$ cat config.mk
export PLATFORM = sky130hd
export DESIGN_NAME = sr_ff_bank
export DESIGN_NICKNAME = d
export VERILOG_FILES = /design/src/rtl/sr_ff_bank.sv
export SDC_FILE = /design/constraint.sdc
export NUM_CORES = 1
export LEC_CHECK = 0
export BUFFER_PORTS_ARGS = -buffer_cell sky130_fd_sc_hd__buf_2
export CAP_MARGIN = 20
export CORE_UTILIZATION = 40
export DETAILED_ROUTE_END_ITERATION = 12
export GPL_TIMING_DRIVEN = 0
export PLACE_DENSITY = 0.75
export SLEW_MARGIN = 25
export SYNTH_ARGS = -nofsm -noshare
export SYNTH_HDL_FRONTEND = slang
export SYNTH_SLANG_ARGS = --single-unit
export TNS_END_PERCENT = 5
$ cat constraint.sdc
create_clock -name clk -period 4.1 [get_ports clk]
set_input_delay 0.615 -clock clk [delete_from_list [all_inputs] [get_ports clk]]
set_output_delay 0.615 -clock clk [all_outputs]
set_load 0.01 [all_outputs]
$ cat src/rtl/sr_ff_bank.sv
// WIDTH-channel synchronous SR storage bank with active-low set/reset inputs and invalid-input logging.
// Optional macro SR_INPUT_SYNC_EN inserts a 2-flop synchronizer on s_n/r_n ahead of the decode.
module sr_ff_bank #(
   parameter int               WIDTH        = 4,
   parameter int               INVALID_MODE = 0,
   parameter logic [WIDTH-1:0] RESET_VAL    = '0,
   parameter int               CNT_W        = 8
) (
   input  logic             clk,
   input  logic             rst,
   input  logic [WIDTH-1:0] s_n,
   input  logic [WIDTH-1:0] r_n,
   input  logic             clr_err,
   output logic [WIDTH-1:0] q,
   output logic [WIDTH-1:0] qbar,
   output logic [WIDTH-1:0] err_sticky,
   output logic [CNT_W-1:0] err_cnt,
   output logic             err_pulse
);

   // Out-of-range modes fall back to hold.
   localparam int               MODE    = (INVALID_MODE >= 0 && INVALID_MODE <= 3) ? INVALID_MODE : 0;
   localparam logic [CNT_W-1:0] CNT_MAX = '1;

   logic [WIDTH-1:0] s_dec;
   logic [WIDTH-1:0] r_dec;

`ifdef SR_INPUT_SYNC_EN
   logic [WIDTH-1:0] s_meta_q;
   logic [WIDTH-1:0] s_sync_q;
   logic [WIDTH-1:0] r_meta_q;
   logic [WIDTH-1:0] r_sync_q;

   // Synchronizer flops idle at 1 so a reset flushes any in-flight request.
   always_ff @(posedge clk) begin
      if (rst) begin
         s_meta_q <= '1;
         s_sync_q <= '1;
         r_meta_q <= '1;
         r_sync_q <= '1;
      end else begin
         s_meta_q <= s_n;
         s_sync_q <= s_meta_q;
         r_meta_q <= r_n;
         r_sync_q <= r_meta_q;
      end
   end

   assign s_dec = s_sync_q;
   assign r_dec = r_sync_q;
`else
   assign s_dec = s_n;
   assign r_dec = r_n;
`endif

   logic [WIDTH-1:0] q_q;
   logic [WIDTH-1:0] q_d;
   logic [WIDTH-1:0] sticky_q;
   logic [WIDTH-1:0] sticky_d;
   logic [CNT_W-1:0] cnt_q;
   logic [CNT_W-1:0] cnt_d;
   logic             pulse_q;
   logic [WIDTH-1:0] inv_vec;
   logic             inv;

   assign inv_vec = ~s_dec & ~r_dec;
   assign inv     = |inv_vec;

   always_comb begin
      q_d = q_q;
      for (int i = 0; i < WIDTH; i++) begin
         case ({s_dec[i], r_dec[i]})
            2'b01:   q_d[i] = 1'b1;
            2'b10:   q_d[i] = 1'b0;
            2'b00: begin
               case (MODE)
                  1:       q_d[i] = 1'b1;
                  2:       q_d[i] = 1'b0;
                  3:       q_d[i] = ~q_q[i];
                  default: q_d[i] = q_q[i];
               endcase
            end
            default: q_d[i] = q_q[i];
         endcase
      end
   end

   // A clear in the same cycle as an invalid input keeps only the new event.
   always_comb begin
      sticky_d = sticky_q | inv_vec;
      cnt_d    = cnt_q;
      if (clr_err) begin
         sticky_d = inv_vec;
         cnt_d    = inv ? CNT_W'(1) : '0;
      end else if (inv && (cnt_q != CNT_MAX)) begin
         cnt_d = cnt_q + CNT_W'(1);
      end
   end

   always_ff @(posedge clk) begin
      if (rst) begin
         q_q      <= RESET_VAL;
         sticky_q <= '0;
         cnt_q    <= '0;
         pulse_q  <= 1'b0;
      end else begin
         q_q      <= q_d;
         sticky_q <= sticky_d;
         cnt_q    <= cnt_d;
         pulse_q  <= inv;
      end
   end

   assign q          = q_q;
   assign qbar       = ~q_q;
   assign err_sticky = sticky_q;
   assign err_cnt    = cnt_q;
   assign err_pulse  = pulse_q;

endmodule

==> metrics <==
final setup margin 2.30 ns; asr flop ratio synth 0%; Non-Filler Instances 155; clk buf depth 2; footprint of the multi-input gates 443 um^2; Slew headroom 75.7%; CTS clk-pin slew, worst paths 0.10 ns; shortest period the worst path allows 1.80 ns; Hold-fix buffers, CTS 0; clk root buf clkbuf_4; Max Cap Violations 0; FF+latch count, synth 17; Max Slew Vio Count 0; commonest non-fill, non-tap cells in the layout buf_2 (31), dfxtp_1 (17), inv_1 (14); cts repair resizes 0; Post-Syn Nets 113; Initial Util 43.1%; CTS tree built; area delta synth->final 25.1%; Avg WL per Cell 11.0 um; final WL 1700 um; critical path class in2reg; GRT overflow 0; most common cell after layout, fill and taps aside buf_2; Peak supply drop 0.211 mV; vias in the first global route 703; Post-synth EDFFs 0; Fmax achieved 556 MHz; Clk Latency, worst-skew pair 0.29 ns; top_reg_cell synth dfxtp_1; CP startpoint kind primary input; postcts setup bufs 0; Worst setup EP type flip-flop; largest net degree at the start of global routing 11; total number of H-tree levels 1; Cells after Synth 93; Mean Syn Cell Area 9.27 um^2; IO Port Bufs 31; DR vias/cell 4.97; IO Pins 32; post-place setup slack 2.01 ns; total chip power 327 uW; crit path max fanout 6; GRT Resource Usage Total 15.6%; global-route wire length before repair 2850 um; DRC 0; layout cell share with drive strength beyond 1 35.2%; dpl cells 151; Worst-Margin Slew 0.364 ns; Worst EP required 4.27 ns; die span in y 48.4 um; DRT Pass-1 Iters 4; die area 2340 um^2; clock buffer count from CTS 3; core footprint 2000 um^2; antenna-violating nets left 0; post-synth cell types 29; initial antenna violation count 0; Placement Rows 16; YS warnings 0; pwr/cell area 303 nW/um^2; Arr. time, crit path 1.96 ns; RSZ-0062 raised after global routing false; register area share after synthesis 39.5%; nets 149; status completed; Final Cycle Share 43.9%; Final setup viols 0; RePlAce Congestion 0.785; FILL cells 202; area of the mapped netlist 862 um^2; DR iter-0 viols 4; Final Hold Viols 0; diode count 0; Core Util, Final 53.9%; worst hold-check path type reg2reg; register area 340 um^2; Setup TNS 0 ns; via count 770; P_leak 0.000542 uW; clock sink total 17; DP HPWL 1300 um; Die W 48.4 um; Worst Skew 0.00769 ns
-- synth_stat cells (2+ instances only) --
master     n  area, um^2
nor2_1    13        48.8
a211oi_1   4        30.0
a21oi_1    6        30.0
xor2_1     3        26.3
inv_1     14        52.6
ha_1       9         113
dfxtp_1   17         340
buf_6      2        22.5
o21ai_1    2        10.0
or3_1      2        12.5
and3_1     2        12.5
o211ai_1   2        15.0
-- metal layers --
metal,GRT usage (%),up-vias,part of all wire [%]
met5,0,-,0
met4,8.82,0,1.9
met3,4.72,4,5.8
met2,26.1,33,46
met1,17.7,351,46
li1,-,382,-
-- worst paths after layout --
kind                            depth (start not counted)                        to                      from  slack, ns
worst max-delay path                                    8   err_cnt[1]$_SDFFE_PP0P_                    s_n[2]       2.30
worst min-delay path                                    2  err_sticky[3]$_SDFF_PP0_  err_sticky[3]$_SDFF_PP0_       0.51
worst max register to register                          5   err_cnt[3]$_SDFFE_PP0P_   err_cnt[0]$_SDFFE_PP0P_       2.55
worst min register to register                          2  err_sticky[3]$_SDFF_PP0_  err_sticky[3]$_SDFF_PP0_       0.51
-- state kept, by name, indices dropped and copies added, names as in the netlist --
| register | count |
|---|---|
| q | 4 |
| err_cnt | 8 |
| err_sticky | 4 |
| err_pulse | 1 |
-- kinds of logic (layout without fill, tap and decap cells) --
family	after synthesis	count (layout)	share of synthesized area (%)
AO/OA/AOI/OAI	19	19	15.4
XOR/XNOR	3	3	3.05
adder cells (fa/ha/maj)	9	9	13.1
buffers and inverters	17	52	9.14
flip-flops	17	17	39.5
multiplexers	1	1	1.16
AND/OR/NAND/NOR	27	27	18.7
-- cell type report --
type                            instances  share of cell area, %
Timing Repair Buffer                   31                   14.4
Sequential cell                        17                   31.6
Buffer                                  3                   2.44
Inverter                               14                   4.87
Tap cell                               27                   3.13
Multi-Input combinational cell         59                   41.1
Clock buffer                            3                   2.09
Clock inverter                          1                  0.464
-- worst max-delay path, stage by stage --
cell	delay, ns
buf_2	0.09
inv_1	0.04
ha_1	0.20
or4_4	0.53
buf_6	0.15
o21ai_2	0.08
mux2i_1	0.20
nor2_1	0.05
-- power by group --
part,internal [uW],switching [uW],leakage (uW),total (uW)
clock network,36.2,51.3,0.0000177,87.5
registers,174,5.80,0.000140,180
logic,28.3,31.7,0.000385,60.0
-- stage by stage --
step | cell area, um^2 | hold WS [ns]
after floorplan | 862 | 0.522
after global placement | 1050 | 0.464
after detailed placement | 1050 | 0.478
after CTS | 1080 | 0.505
after global routing | 1080 | 0.537
final | 1080 | 0.509
(Power assumes the default switching activity.)
